<file path="config.mk">
export PLATFORM = sky130hd
export DESIGN_NAME = button_debounce
export DESIGN_NICKNAME = d
export VERILOG_FILES = /design/src/rtl/button_debounce_pkg.sv /design/src/rtl/button_debounce_sync_chain.sv /design/src/rtl/button_debounce.sv
export SDC_FILE = /design/constraint.sdc
export NUM_CORES = 1
export LEC_CHECK = 0
export CAP_MARGIN = 15
export CORE_MARGIN = 4
export CORE_UTILIZATION = 30
export CTS_CLUSTER_DIAMETER = 30
export DETAILED_ROUTE_END_ITERATION = 12
export PLACE_DENSITY = 0.54
export SYNTH_ARGS = -nofsm -noshare
export SYNTH_HDL_FRONTEND = slang
export SYNTH_SLANG_ARGS = --single-unit
</file>
<file path="constraint.sdc">
create_clock -name clk -period 2.8 [get_ports clk]
set_input_delay 0.28 -clock clk [delete_from_list [all_inputs] [get_ports clk]]
set_output_delay 0.28 -clock clk [all_outputs]
set_load 0.005 [all_outputs]
</file>
<file path="src/rtl/button_debounce_pkg.sv">
// rtl/button_debounce_pkg.sv - shared definitions for the push-button debouncer
// Purpose: state encodings, default qualification time and a saturating
//          counter helper shared by button_debounce and its bench.
// Ports:   none (package).
package button_debounce_pkg;

  // 2-bit FSM state encodings
  localparam logic [1:0] S_HIGH      = 2'b00;
  localparam logic [1:0] S_WAIT_LOW  = 2'b01;
  localparam logic [1:0] S_LOW       = 2'b10;
  localparam logic [1:0] S_WAIT_HIGH = 2'b11;

  // 10 ms at 50 MHz
  localparam int unsigned DB_STABLE_CYCLES_50MHZ = 500000;

  function automatic logic [7:0] sat_inc8(input logic [7:0] v);
    return (v == 8'hFF) ? 8'hFF : v + 8'd1;
  endfunction

endpackage

</file>
<file path="src/rtl/button_debounce_sync_chain.sv">
// rtl/button_debounce_sync_chain.sv - multi-flop synchroniser for the raw pin
// Purpose: brings an asynchronous input into the clk domain.
// Ports:
//   clk  in  system clock
//   rst  in  synchronous active-high reset, loads RESET_LEVEL into every stage
//   d    in  asynchronous input
//   q    out synchronised output (last stage)
module sync_chain #(
  parameter int   STAGES      = 2,
  parameter logic RESET_LEVEL = 1'b1
) (
  input  logic clk,
  input  logic rst,
  input  logic d,
  output logic q
);

  logic [STAGES-1:0] chain_q;

  always_ff @(posedge clk) begin
    if (rst) begin
      chain_q <= {STAGES{RESET_LEVEL}};
    end else begin
      chain_q <= {chain_q[STAGES-2:0], d};
    end
  end

  assign q = chain_q[STAGES-1];

endmodule

</file>
<file path="src/rtl/button_debounce.sv">
// rtl/button_debounce.sv - debounced, idle-high level for one push button
// Purpose: synchronises the raw pin and only commits a new output level after
//          the synchronised pin has held it for STABLE_CYCLES clocks.
// Ports:
//   clk        in   system clock, all logic on posedge
//   rst        in   synchronous active-high reset
//   btn_raw    in   asynchronous raw pin
//   btn_out    out  debounced level
//   busy       out  1 while a candidate level is being qualified
//   bounce_cnt out  saturating count of aborted qualifications
module button_debounce
  import button_debounce_pkg::*;
#(
  parameter int unsigned STABLE_CYCLES = DB_STABLE_CYCLES_50MHZ,
  parameter int          SYNC_STAGES   = 2,
  parameter logic        RESET_LEVEL   = 1'b1
) (
  input  logic       clk,
  input  logic       rst,
  input  logic       btn_raw,
  output logic       btn_out,
  output logic       busy,
  output logic [7:0] bounce_cnt
);

  localparam int CNT_W = (STABLE_CYCLES > 1) ? $clog2(STABLE_CYCLES) : 1;
  localparam logic [CNT_W-1:0] CNT_MAX   = CNT_W'(STABLE_CYCLES - 1);
  localparam logic [1:0]       RST_STATE = RESET_LEVEL ? S_HIGH : S_LOW;

  logic             s;
  logic [1:0]       state_q, state_d;
  logic [CNT_W-1:0] cnt_q, cnt_d;
  logic             btn_q, btn_d;
  logic             busy_q, busy_d;
  logic [7:0]       bounce_q, bounce_d;

  sync_chain #(
    .STAGES      (SYNC_STAGES),
    .RESET_LEVEL (RESET_LEVEL)
  ) u_sync (
    .clk (clk),
    .rst (rst),
    .d   (btn_raw),
    .q   (s)
  );

  always_comb begin
    state_d  = state_q;
    cnt_d    = cnt_q;
    btn_d    = btn_q;
    busy_d   = busy_q;
    bounce_d = bounce_q;
    case (state_q)
      S_HIGH: begin
        if (!s) begin
          state_d = S_WAIT_LOW;
          cnt_d   = '0;
          busy_d  = 1'b1;
        end
      end
      S_WAIT_LOW: begin
        if (!s) begin
          if (cnt_q == CNT_MAX) begin
            state_d = S_LOW;
            btn_d   = 1'b0;
            busy_d  = 1'b0;
            cnt_d   = '0;
          end else begin
            cnt_d = cnt_q + CNT_W'(1);
          end
        end else begin
          // any reversal restarts qualification from scratch
          state_d  = S_HIGH;
          cnt_d    = '0;
          busy_d   = 1'b0;
          bounce_d = sat_inc8(bounce_q);
        end
      end
      S_LOW: begin
        if (s) begin
          state_d = S_WAIT_HIGH;
          cnt_d   = '0;
          busy_d  = 1'b1;
        end
      end
      S_WAIT_HIGH: begin
        if (s) begin
          if (cnt_q == CNT_MAX) begin
            state_d = S_HIGH;
            btn_d   = 1'b1;
            busy_d  = 1'b0;
            cnt_d   = '0;
          end else begin
            cnt_d = cnt_q + CNT_W'(1);
          end
        end else begin
          state_d  = S_LOW;
          cnt_d    = '0;
          busy_d   = 1'b0;
          bounce_d = sat_inc8(bounce_q);
        end
      end
      default: begin
        state_d = RST_STATE;
        btn_d   = RESET_LEVEL;
        busy_d  = 1'b0;
        cnt_d   = '0;
      end
    endcase
  end

  always_ff @(posedge clk) begin
    if (rst) begin
      state_q  <= RST_STATE;
      cnt_q    <= '0;
      btn_q    <= RESET_LEVEL;
      busy_q   <= 1'b0;
      bounce_q <= 8'd0;
    end else begin
      state_q  <= state_d;
      cnt_q    <= cnt_d;
      btn_q    <= btn_d;
      busy_q   <= busy_d;
      bounce_q <= bounce_d;
    end
  end

  assign btn_out    = btn_q;
  assign busy       = busy_q;
  assign bounce_cnt = bounce_q;

endmodule

</file>
[Word-level counts from Yosys, hierarchy flattened]
Cells that the tools add are included.
Storage, ports and cells
  bits of input ports: 3
  output and inout port bits: 10
  word-level logic and storage cells: 57
  register bits after elaboration: 33
Cells by class
  mux-type cells: 28
  reduce and logical (&&, ||, !) cells: 6
  equality and inequality tests: 15
  add/sub/neg operators: 2
Operators with widths (number)
  $mux 19: 5
  $pmux 19 s4: 1
  $mux 8: 3
  $add 19x1->19 const B: 1
  $eq 19x19->1 const B: 1
  $pmux 8 s2: 1
  $mux 2: 6
  $ne 2x2->1 const B: 5
  $mux 1: 9
  $add 8x1->8 const B: 1
  $eq 8x8->1 const B: 1
  $pmux 2 s4: 1
  $ne 2x1->1 const B: 3
  $reduce_and 5->1: 1
  $eq 2x2->1 const B: 2
  $pmux 1 s4: 1
  $reduce_and 4->1: 1
  $ne 3x2->1 const B: 1
  $ne 3x3->1 const B: 1
  $reduce_and 3->1: 1
  $eq 2x1->1 const B: 1
  $logic_not 2->1: 1
  $pmux 1 s2: 1
  $reduce_and 2->1: 1
  $reduce_bool 2->1: 1

[Longest topological paths before layout]
  depth after elaboration: 4
  gate-level depth with buffers: 7
  depth with buffers taken out: 6

[By module]
From an unflattened synthesis, not the netlist that was laid out.
Second synthesis, totals
  cell total of the unflattened synthesis: 194
  area, all modules: 1680.4 um^2
By module, submodules not included
  button_debounce: area an instance 1627.8 um^2, times used 1, sequential area each 620.6 um^2, cells an instance 190
  sync_chain: area an instance 52.6 um^2, times used 1, sequential area each 40.0 um^2, cells an instance 4

[Least setup slack after synthesis]
Ideal clock, no wire load.
  path kind: flip-flop to flip-flop
  from: register cnt_q[0]
  to: register cnt_q[18]
  path slack: 1.066 ns
  clock period less this slack: 1.734 ns
  required time: 2.726 ns
  stages on the path, launching flop included: 7
  path buffers: 0
  data arrival time: 1.660 ns
  setup time: 0.074 ns
  path through: dfxtp_1 -> ha_1 -> and4_4 -> and3_1 -> nand4_2 -> or4_1 -> a31oi_1
Between the ends
  word-level cells in the longest chain between the ends: 4
  elaborated cells on any way between the ends: 6
  those cells by class: 1 x add/sub; 1 x eq/ne; 4 x mux
RTL lines
  from (decl): RTL line button_debounce.sv:32  | logic [CNT_W-1:0] cnt_q, cnt_d;
  from (signal assigned): RTL line button_debounce.sv:121  | cnt_q <= cnt_d;
  $add 19x1->19 or $eq 19x19->1 (tied branches)
  $mux 19 *: RTL line button_debounce.sv:63, button_debounce.sv:88
  $mux 19 (on tied branches): RTL line button_debounce.sv:87, button_debounce.sv:62
  $pmux 19 s4 *: RTL line button_debounce.sv:53  | case (state_q)
Every way passes the cells marked *; elsewhere a longest branch is shown, timed or not.
A chain may end at the register's enable or synchronous reset.

[Worst setup path in the final report]
  from: register cnt_q[7]
  to: register cnt_q[15]
Same word-level chain as after synthesis.

==> results.sh <==
export IMPL_outcome="complete, no violations"
export IMPL_cts_repair_resized=0
export IMPL_syn_inst=208
export IMPL_required_ps=3020
export IMPL_h_tree_depth=2
export IMPL_tightestPinTransition_ps=681
export IMPL_drive_above_1_share=0.0868
export IMPL_core_mm2=0.00554
export IMPL_report_final_hold_viol_count=0
export IMPL_post_place_ws_ps=761
export IMPL_start_kind="flip-flop"
export IMPL_areaGrowthSynthToFinish_pct=17.0
export IMPL_worst_slack_ps=727
export IMPL_start_util=0.310
export IMPL_grt_first_pass_wirelength_um=6440
export IMPL_antenna_found_initial=0
export IMPL_yosysSeqAreaShare=0.385
export IMPL_routed_wl_um=3790
export IMPL_dp_cells=283
export IMPL_critPathCaptureType="flip-flop"
export IMPL_fin_worst_skew_ps=7.81
export IMPL_ctsHoldBuffers=0
export IMPL_max_slew_margin=0.545
export IMPL_whs_ps=417
export IMPL_r2r_cells=5
export IMPL_hold_class="flip-flop to flip-flop"
export IMPL_fp_row_count=27
export IMPL_synth_ff_latch_count=33
export IMPL_min_to="u_sync.chain_q[1]$_SDFF_PP1_"
export IMPL_grt_pass1_vias=1372
export IMPL_clockRootBuffer="clkbuf_8"
export IMPL_drv_slew=0
export IMPL_drtPass1Iterations=4
export IMPL_detailed_place_hpwl_um=2650
export IMPL_routabilityCongestion=0.754
export IMPL_reg2reg_slack_ps=730
export IMPL_fin_crit_sh=0.740
export IMPL_die_w_um=83.6
export IMPL_grt_max_degree=19
export IMPL_cts_sinks=33
export IMPL_crit_fanout=17
export IMPL_critical_path_arrival_ps=2290
export IMPL_drt_iter0_markers=77
export IMPL_post_cts_buffers=0
export IMPL_synth_flop_cell="dfxtp_1"
export IMPL_cts_made_buffers=5
export IMPL_crit_type="flip-flop to flip-flop"
export IMPL_yosysWarnings=0
export IMPL_fillers=593
export IMPL_drc=0
export IMPL_port_buffers=12
export IMPL_regToRegStartpoint="cnt_q[7]$_SDFFE_PP0P_"
export IMPL_synth_edff_count=0
export IMPL_die_height_um=83.6
export IMPL_fmax_ghz=0.482
export IMPL_totalNegativeSetupSlack_ps=0
export IMPL_num_vias=1496
export IMPL_dieArea_mm2=0.00700
export IMPL_synth_fp_nets=213
export IMPL_finalNonFillerCells=291
export IMPL_clk_path_buf_depth=2
export IMPL_drv_cap=0
export IMPL_powerDensity_mw_per_mm2=488
export IMPL_synthArstFlopShare=0
export IMPL_post_drt_wl_per_cell_um=13.0
export IMPL_cts_tree="done"
export IMPL_timing_rr_end="cnt_q[15]$_SDFFE_PP0P_"
export IMPL_clk_pin_slew_ps=70
export IMPL_rsz0062_at_grt="no"
export IMPL_p_leak_nw=0.644
export IMPL_nNetsFinal=223
export IMPL_clock_latency_ps=290
export IMPL_avgSynthCellArea_um2=8.25
export IMPL_setup_viol_count_final=0
export IMPL_diodes=0
export IMPL_ant_nets=0
export IMPL_fin_util=0.362
export IMPL_ys_types=43
export IMPL_whs_path_depth=1
export IMPL_grt_overflow=0
export IMPL_pin_count=13
export IMPL_worst_ir_drop_vdd_mv=0.226
export IMPL_grt_total_usage=0.112
export IMPL_vias_per_cell=5.14
export IMPL_synthesis_area_mm2=0.00172
export IMPL_period_minus_slack_ps=2070
export IMPL_hp_start="u_sync.chain_q[0]$_SDFF_PP1_"
-- cells in the mapped netlist (2+ instances only) --
cell type,count,area (um^2)
or2_2,4,25.0
and4_1,2,17.5
nand4_1,11,68.8
nand3_1,17,85.1
inv_1,7,26.3
nand2_1,19,71.3
o21ai_0,9,45.0
and2_1,2,12.5
a31oi_1,2,12.5
nor3_1,3,15.0
and3_1,7,43.8
a21oi_1,21,105
ha_1,2,25.0
mux2i_1,7,70.1
or3_1,3,18.8
xnor2_1,3,26.3
buf_2,5,25.0
dfxtp_1,33,661
xor2_1,4,35.0
nor4_1,3,18.8
nor2_1,14,52.6
a211oi_1,2,15.0
a311oi_1,2,17.5
clkbuf_2,2,10.0
clkbuf_1,4,15.0
nor3b_1,3,22.5
-- state kept, by name, summed over array words and instances (netlist names), named ones only --
name            cells
bounce_cnt          8
btn_out             1
busy                1
cnt_q              19
state_q             1
u_sync.chain_q      2
-- placed cells by master (no fill, tap or decap), drive strengths merged, types with 4 or more instances in the layout --
cell	synthesis	layout
dfxtp	33	33
a21oi	21	21
nand2	19	19
nand3	17	17
nor2	14	14
clkdlybuf4s50	0	12
nand4	12	12
o21ai	9	9
and3	7	7
mux2i	7	7
inv	7	7
clkbuf	6	7
xor2	4	4
or2	4	4
nor4	4	4
xnor2	4	4
-- stage by stage --
stage / area (um^2) / total power [mW]
6_report: 2010 / 0.980
5_1_grt: 2010 / 1.02
4_1_cts: 2010 / 0.993
3_5_place_dp: 1890 / 0.519
3_3_place_gp: 1890 / 0.518
2_1_floorplan: 1720 / 0.505
-- kinds of logic (layout without fill, tap and decap cells) --
logic type,count (synthesis),after routing,synth area share
fa+ha+maj,2,2,0.0146
buf+inv,19,30,0.0488
xor+xnor,8,8,0.0452
mux,7,7,0.0408
flops,33,33,0.385
compound gates,43,43,0.155
simple gates,96,96,0.311
-- worst max path at each step --
| stage | cells past startpoint | start | slack [ps] | endpoint |
|---|---|---|---|---|
| after floorplan | 6 | cnt_q[0]$_SDFFE_PP0P_ | 1070 | cnt_q[18]$_SDFFE_PP0P_ |
| after global placement | 5 | cnt_q[7]$_SDFFE_PP0P_ | 810 | cnt_q[11]$_SDFFE_PP0P_ |
| after detailed placement | 5 | cnt_q[7]$_SDFFE_PP0P_ | 760 | cnt_q[15]$_SDFFE_PP0P_ |
| after CTS | 5 | cnt_q[7]$_SDFFE_PP0P_ | 750 | cnt_q[15]$_SDFFE_PP0P_ |
| after global routing | 5 | cnt_q[7]$_SDFFE_PP0P_ | 520 | cnt_q[15]$_SDFFE_PP0P_ |
| final | 5 | cnt_q[7]$_SDFFE_PP0P_ | 730 | cnt_q[15]$_SDFFE_PP0P_ |
-- per-layer routing --
layer  global-route usage  up-vias  routed length, um
li1                     -      773                  -
met1                0.144      696               1900
met2                0.181       18               1710
met3               0.0237        9                 85
met4               0.0482        0                 87
met5                    0        -                  0
-- area by class of cell --
type / instances / area [um^2] / area share
multi-input cells: 156 / 972 / 0.484
clock inverters: 1 / 30.0 / 0.0150
inverters: 7 / 26.3 / 0.0131
flip-flops and latches: 33 / 661 / 0.329
clock buffers: 7 / 86.3 / 0.0430
well taps: 72 / 90.1 / 0.0449
repair buffers: 15 / 143 / 0.0710
-- power by group --
| group | internal, mW | switching [mW] | total [mW] |
|---|---|---|---|
| Clock | 0.290 | 0.182 | 0.472 |
| Combinational | 0.0137 | 0.0187 | 0.0324 |
| Sequential | 0.472 | 0.00307 | 0.475 |
| Total | 0.776 | 0.203 | 0.980 |
-- critical path, cell delays in order, from the launching register on --
cell and delay [ps]:
dfxtp_1 620, nor4_1 130, and3_1 260, a211oi_4 630
a41oi_1 200, a21oi_1 150
Note: power is estimated with default switching activity, not from simulation.
